$ cat config.mk
export PLATFORM = sky130hd
export DESIGN_NAME = key_encoder
export DESIGN_NICKNAME = d
export VERILOG_FILES = /design/src/rtl/key_encoder.sv
export SDC_FILE = /design/constraint.sdc
export NUM_CORES = 1
export LEC_CHECK = 0
export CORE_MARGIN = 2
export CORE_UTILIZATION = 60
export CTS_CLUSTER_DIAMETER = 40
export DETAILED_ROUTE_END_ITERATION = 10
export PLACE_DENSITY = 0.86
export SLEW_MARGIN = 10
export SYNTH_ARGS = -nofsm -noshare
export SYNTH_HDL_FRONTEND = slang
export SYNTH_SLANG_ARGS = --single-unit
$ cat constraint.sdc
create_clock -name clk -period 3.2 [get_ports clk]
set_input_delay 0.96 -clock clk [delete_from_list [all_inputs] [get_ports clk]]
set_output_delay 0.96 -clock clk [all_outputs]
set_load 0.005 [all_outputs]
$ cat src/rtl/key_encoder.sv
`default_nettype none
// ============================================================================
//  Module   : key_encoder
//  Purpose  : Registered 8-to-3 priority encoder for the active-low push-button
//             bank. Raw key lines are sampled and debounced, and the result is
//             priority-encoded. Every debounced press is queued as a key-index
//             event in a first-word-fallthrough FIFO, which is drained through a
//             valid/ready handshake.
//  Ports    : clk       - clock, all state changes on posedge
//             rst       - synchronous active-high reset
//             enable    - block active only when enable == 3'd4
//             key_n     - raw key lines, active-low, bit 7 highest priority
//             code      - highest pressed debounced key index (registered)
//             any_n     - active-low "some debounced key pressed" (registered)
//             ev_valid  - event FIFO non-empty
//             ev_code   - key index at FIFO head, 3'd0 when empty
//             ev_ready  - consumer accepts head when ev_valid & ev_ready
//             overflow  - sticky flag, a press event was dropped on a full FIFO
//  Revision : 1.0 - initial release
// ============================================================================
module key_encoder #(
    parameter int DEBOUNCE_CYCLES = 4,
    parameter int FIFO_DEPTH      = 4
) (
    input  logic       clk,
    input  logic       rst,
    input  logic [2:0] enable,
    input  logic [7:0] key_n,
    output logic [2:0] code,
    output logic       any_n,
    output logic       ev_valid,
    output logic [2:0] ev_code,
    input  logic       ev_ready,
    output logic       overflow
);

    localparam int PTR_W = (FIFO_DEPTH > 1) ? $clog2(FIFO_DEPTH) : 1;
    localparam int CNT_W = $clog2(FIFO_DEPTH + 1);

    localparam logic [7:0]       c_cnt_last = 8'(DEBOUNCE_CYCLES - 1);
    localparam logic [CNT_W-1:0] c_depth    = CNT_W'(FIFO_DEPTH);
    localparam logic [2:0]       c_en_code  = 3'd4;

    // ------------------------------------------------------------------------
    // Input capture and per-key debounce
    // ------------------------------------------------------------------------
    logic [7:0] r_key_q;
    logic [7:0] r_stable;
    logic [7:0] r_stable_d;   // previous stable value, used to spot press edges
    logic [7:0] r_cnt [8];

    always_ff @(posedge clk) begin
        if (rst) begin
            r_key_q    <= 8'hff;
            r_stable   <= 8'hff;
            r_stable_d <= 8'hff;
            for (int i = 0; i < 8; i++) begin
                r_cnt[i] <= 8'd0;
            end
        end else begin
            r_key_q    <= key_n;
            r_stable_d <= r_stable;
            for (int i = 0; i < 8; i++) begin
                if (r_key_q[i] == r_stable[i]) begin
                    r_cnt[i] <= 8'd0;
                end else if (r_cnt[i] == c_cnt_last) begin
                    // This edge would make the count reach DEBOUNCE_CYCLES.
                    r_stable[i] <= r_key_q[i];
                    r_cnt[i]    <= 8'd0;
                end else begin
                    r_cnt[i] <= r_cnt[i] + 8'd1;
                end
            end
        end
    end

    // ------------------------------------------------------------------------
    // Priority encoding of the level and of the press edges
    // ------------------------------------------------------------------------
    logic       w_en;
    logic [7:0] w_fall;
    logic [2:0] w_hi;
    logic       w_any;
    logic [2:0] w_push_code;
    logic       w_push;

    assign w_en   = (enable == c_en_code);
    // A press edge is seen the cycle after stable falls, so the event is
    // written on the same edge that code/any_n reflect the new key.
    assign w_fall = r_stable_d & ~r_stable;

    always_comb begin
        w_hi        = 3'd0;
        w_any       = 1'b0;
        w_push_code = 3'd0;
        w_push      = 1'b0;
        // Ascending scan, so the last hit wins and bit 7 has the top priority.
        for (int i = 0; i < 8; i++) begin
            if (!r_stable[i]) begin
                w_hi  = 3'(i);
                w_any = 1'b1;
            end
            if (w_fall[i]) begin
                w_push_code = 3'(i);
                w_push      = w_en;
            end
        end
    end

    always_ff @(posedge clk) begin
        if (rst) begin
            code  <= 3'd0;
            any_n <= 1'b1;
        end else if (w_en) begin
            code  <= w_hi;
            any_n <= ~w_any;
        end else begin
            code  <= 3'd0;
            any_n <= 1'b1;
        end
    end

    // ------------------------------------------------------------------------
    // Event FIFO, first-word-fallthrough
    // ------------------------------------------------------------------------
    logic [2:0]       r_mem [FIFO_DEPTH];
    logic [PTR_W-1:0] r_wr_ptr;
    logic [PTR_W-1:0] r_rd_ptr;
    logic [CNT_W-1:0] r_count;
    logic             r_overflow;

    logic w_empty;
    logic w_full;
    logic w_pop;
    logic w_wr;

    assign w_empty = (r_count == '0);
    assign w_full  = (r_count == c_depth);
    assign w_pop   = ~w_empty & ev_ready;
    // A full FIFO still accepts a push when the head leaves on the same edge.
    assign w_wr    = w_push & (~w_full | w_pop);

    always_ff @(posedge clk) begin
        if (w_wr) begin
            r_mem[r_wr_ptr] <= w_push_code;
        end
    end

    always_ff @(posedge clk) begin
        if (rst) begin
            r_wr_ptr   <= '0;
            r_rd_ptr   <= '0;
            r_count    <= '0;
            r_overflow <= 1'b0;
        end else begin
            if (w_wr) begin
                r_wr_ptr <= r_wr_ptr + 1'b1;
            end
            if (w_pop) begin
                r_rd_ptr <= r_rd_ptr + 1'b1;
            end
            if (w_wr && !w_pop) begin
                r_count <= r_count + 1'b1;
            end else if (!w_wr && w_pop) begin
                r_count <= r_count - 1'b1;
            end
            if (w_push && w_full && !w_pop) begin
                r_overflow <= 1'b1;
            end
        end
    end

    assign ev_valid = ~w_empty;
    assign ev_code  = w_empty ? 3'd0 : r_mem[r_rd_ptr];
    assign overflow = r_overflow;

endmodule
`default_nettype wire

# Yosys cells after proc, flatten, opt, wreduce, memory -nomap -nowiden

Memory sizes are Yosys's and may differ from the RTL's. A register that Yosys moved wholly into a read port is not among the register bits.
Cells that the tools add are included.
W data, S select, Z words.

Register bits after elaboration: 36
RAM bits: 76
Input bits: 14
Output and inout bits: 9
Word-level logic and storage cells: 257
Memories: 2

Add/sub/neg operators: 12
Equality and inequality tests: 18
Muxes and demuxes: 151
Bitwise gates (word level): 41
Reductions and logical operators: 17

Memories:

| name  | words | width | rd ports | clocked after memory_dff | wr ports | RTL line | text |
|---|---|---|---|---|---|---|---|
| r_cnt | 8     | 8     | 8        | 0                        | 8        | 50       | `logic [7:0] r_cnt [8];` |
| r_mem | 4     | 3     | 1        | 1                        | 1        | 126      | `logic [2:0] r_mem [FIFO_DEPTH];` |

Operator list:

| kind                  | number |
|---|---|
| $mux W8               | 24 |
| $mux W1               | 110 |
| $add A8 B1 Y8 const B | 8 |
| $eq A8 B2 Y1 const B  | 8 |
| $mux W3               | 15 |
| $or A1 B1 Y1          | 25 |
| $reduce_and A2 Y1     | 8 |
| $not A1 Y1            | 12 |
| $and A8 B8 Y8         | 1 |
| $eq A1 B1 Y1          | 8 |
| $not A8 Y8            | 1 |
| $eq A3 B3 Y1 const B  | 2 |
| $add A2 B1 Y2 const B | 2 |
| $logic_and A1 B1 Y1   | 4 |
| $mux W2               | 2 |
| $add A3 B1 Y3 const B | 1 |
| $logic_not A3 Y1      | 1 |
| $sub A3 B1 Y3 const B | 1 |
| $and A1 B1 Y1         | 2 |
| $logic_not A1 Y1      | 2 |
| $reduce_bool A2 Y1    | 1 |
| $reduce_or A2 Y1      | 1 |

# Longest topological paths before layout

Depth in word-level cells: 15
Mapped depth: 10
Mapped depth without buffers: 9

# Worst setup path before layout

OpenSTA, ideal clock, no wires.

Path type: in2reg
From: input port enable[1]
To: register r_count[2]
Library setup time: 0.070 ns
Arrival: 2.721 ns
Required time: 3.130 ns
Path slack: 0.409 ns
Stages: 9
Path buffers: 0
Path through: nor3b_1 > nor2b_1 > o21a_4 > ha_1 > inv_1 > fa_1 > xor2_1 > or3_1 > a21oi_1

Word-level cells in the longest chain between the ends: 13
Elaborated cells between the ends (all ways): 15
Classes of those cells: eq/ne: 1; mux: 9; bitwise: 1; reduce/logical: 4

Ends and longest elaborated chain:

| item                                | RTL line | text |
|---|---|---|
| start, declared                     | 27       | `input logic [2:0] enable,` |
| $eq A3 B3 Y1 (*)                    | 87       | `assign w_en = (enable == c_en_code);` |
| $mux W1 (7 in a row)                | 103      | `if (w_fall[i]) begin` |
| $mux W1 (*)                         | 103      |  |
| $and A1 B1 Y1 (*)                   | 141      | `assign w_wr = w_push & (~w_full \| w_pop);` |
| named net w_wr                      | 135      | `logic w_wr;` |
| $logic_not A1 Y1                    | 164      | `end else if (!w_wr && w_pop) begin` |
| $logic_and A1 B1 Y1                 | 164      |  |
| $reduce_bool A2 Y1 (no source line) | -        |  |
| end signal, assigned                | 163      | `r_count <= r_count + 1'b1;` |
| end signal, assigned                | 165      | `r_count <= r_count - 1'b1;` |
| end, declared                       | 129      | `logic [CNT_W-1:0] r_count;` |

The timed path passes the listed nets; every way through them passes the cells marked *.
A chain may end at the register's enable or synchronous reset.

==> out/metrics.yaml <==
reg2reg_depth: 5
viasPerCell: 5.20
dieArea_um2: 9480
grt_pass1_vias: 3706
drt_drc_violations_left: 0
worstReg2RegEnd: "r_cnt[1][31]$_SDFFCE_PP0P_"
reg2reg_slack_ns: 0.74
yosysTopAreaCellShare_pct: 43.7
num_rows: 34
syn_area_um2: 5230
slew_headroom_pct: 56.2
synth_top_cell_by_area: "edfxtp_1"
synth_cells: 456
fin_skew_ns: 0.00933
power_leakage_nw: 2.48
cts_resized: 0
status: "finished, final reports clean"
synth-async-reset-ratio_pct: 0
critical_path_peak_fanout: 3
critPathArrivalTime_ns: 2.05
min_period_over_period_pct: 93.9
power_mw: 3.91
clk_pin_slew_ns: 0.06
htreeDepth: 4
drtAntennaViolNets: 0
dr.pass1.iters: 4
critPathKind: "reg2out"
hpwlAfterDp_mm: 6.33
grt_pass1_wl_mm: 16.4
clock_latency_ns: 0.51
die_h_um: 97.3
gp_congestion: 0.853
cts_buffer_depth: 2
io_buffers: 22
final_common_cell: "edfxtp_1"
cellPowerDensity_nw_per_um2: 611
ys_types: 42
wirelength_mm: 9.75
syn_to_final_growth_pct: 22.4
cts_buffers: 17
min_path_cells: 2
cap_violations: 0
io_pins: 23
cp.required_ns: 2.24
fin_crit_ns: 3.01
finalMaxSlewViolations: 0
ys_warn_count: 0
fmax_mhz: 333
core_um2: 8590
synth_edf_count: 76
syn_avg_cell_area_um2: 11.5
start_kind: "flip-flop"
rsz0062_at_grt: "false"
post_drt_wl_per_cell_um: 14.5
vias: 3497
synth-main-ff-cell: "edfxtp_1"
final_cell_mix: "edfxtp_1, nor2_1, conb_1"
cts_setup_buffers: 0
cp-end-kind: "output port"
ys_ff_latch: 114
cts_hold_buf: 0
whs_endpoint: "overflow$_SDFFE_PP0P_"
first_iter_violations: 173
cts_tree: "built"
grtUsageTotal_pct: 22.0
grt_max_degree: 20
setup_viol: 0
hold_class: "reg2reg"
antenna_cells: 0
cts.sinks: 114
worstHoldStart: "overflow$_SDFFE_PP0P_"
hold_violations: 0
synthTopCellsByArea: "edfxtp_1, dfxtp_1, xor2_1, nor2_1, xnor2_1"
overflow: 0
root_buffer: "clkbuf_8"
die_w_um: 97.3
nets: 580
vdd_drop_max_uv: 387
yosysSeqAreaShare_pct: 58.2
initial_utilization_pct: 60.8
antenna_found_initial: 0
worst_slew_pin_slew_ns: 0.655
r2r_start: "r_cnt[1][24]$_SDFFCE_PP0P_"
drive_above_1_share_pct: 11.2
hold_ws_ns: 0.453
[layout make-up]
class | instances | area [µm²]
clock buffer | 22 | 463
clock inverter | 10 | 133
sequential | 114 | 3040
timing repair buffer | 28 | 265
tap | 108 | 135
fill | 574 | 2190
inverter | 16 | 60.1
multi-input combinational | 375 | 2300
[sequential cells by signal, indices dropped and copies added, names as in the netlist, named ones only]
name and count:
r_cnt 64, r_mem 12, r_key_q 8, r_stable 8, r_stable_d 8, code 3
r_count 3, r_rd_ptr 2, r_wr_ptr 2, any_n 1, overflow 1
[cell usage after synthesis, types with 5 or more instances]
library cell  count
buf_2             7
and3_1           15
xor2_1           37
ha_1             13
nor4_1            8
nand2_1          20
or3_1            10
or4b_1            7
nor2_1           75
edfxtp_1         76
dfxtp_1          38
a21oi_1           5
inv_1            16
mux2i_1           8
or2_2            14
nand3_1          33
clkbuf_1          7
xnor2_1          23
[worst max-delay path by stage]
stage	from	end
6_report	flip-flop	ev_code[0]
2_1_floorplan	enable[1]	r_count[2]$_SDFFE_PP0P_
3_5_place_dp	enable[2]	r_count[2]$_SDFFE_PP0P_
3_3_place_gp	enable[2]	r_count[2]$_SDFFE_PP0P_
5_1_grt	flip-flop	ev_code[0]
4_1_cts	flip-flop	ev_code[2]
[logic make-up (layout without fill, tap and decap cells)]
group	Yosys count	after routing	share of synthesized area, %
buffers and inverters	30	76	2.32
adder cells (fa/ha/maj)	14	14	3.49
other	1	64	0.0717
multiplexers	12	12	3.11
AO/OA/AOI/OAI	18	18	2.42
XOR/XNOR	60	60	10.1
AND/OR/NAND/NOR	207	207	20.3
flip-flops	114	114	58.2
[per-layer routing]
layer / GRT usage, % / vias to the layer above / share of wire (%)
met2: 38.4 / 77 / 54
met3: 5.90 / 31 / 3.2
met4: 12.1 / 0 / 3.1
li1: - / 1720 / -
met5: 0 / - / 0
met1: 24.6 / 1669 / 40
[worst max-delay path, cell delays in order (launching register included)]
cell and delay [ns]:
dfxtp_1 0.42, mux4_2 0.51, and2_1 0.17, clkdlybuf4s50_1 0.43
[stage by stage]
stage | utilization, % | instances | setup slack [ns] | area, µm² | setup TNS, ns
after global routing | 74.5 | 673 | 0.0842 | 6400 | 0
after floorplan | - | 519 | 0.409 | 5460 | 0
after global placement | 67.5 | 641 | 0.0131 | 5800 | 0
after detailed placement | 67.5 | 641 | -0.0241 | 5800 | -0.0241
after CTS | 74.5 | 673 | 0.149 | 6400 | 0
final | 74.5 | 673 | 0.195 | 6400 | 0
[power by group]
group          switching, mW  internal (mW)
Clock                  0.639           1.24
Sequential            0.0720           1.64
Combinational          0.148          0.167
Total                  0.859           3.05
(Power assumes the default switching activity.)
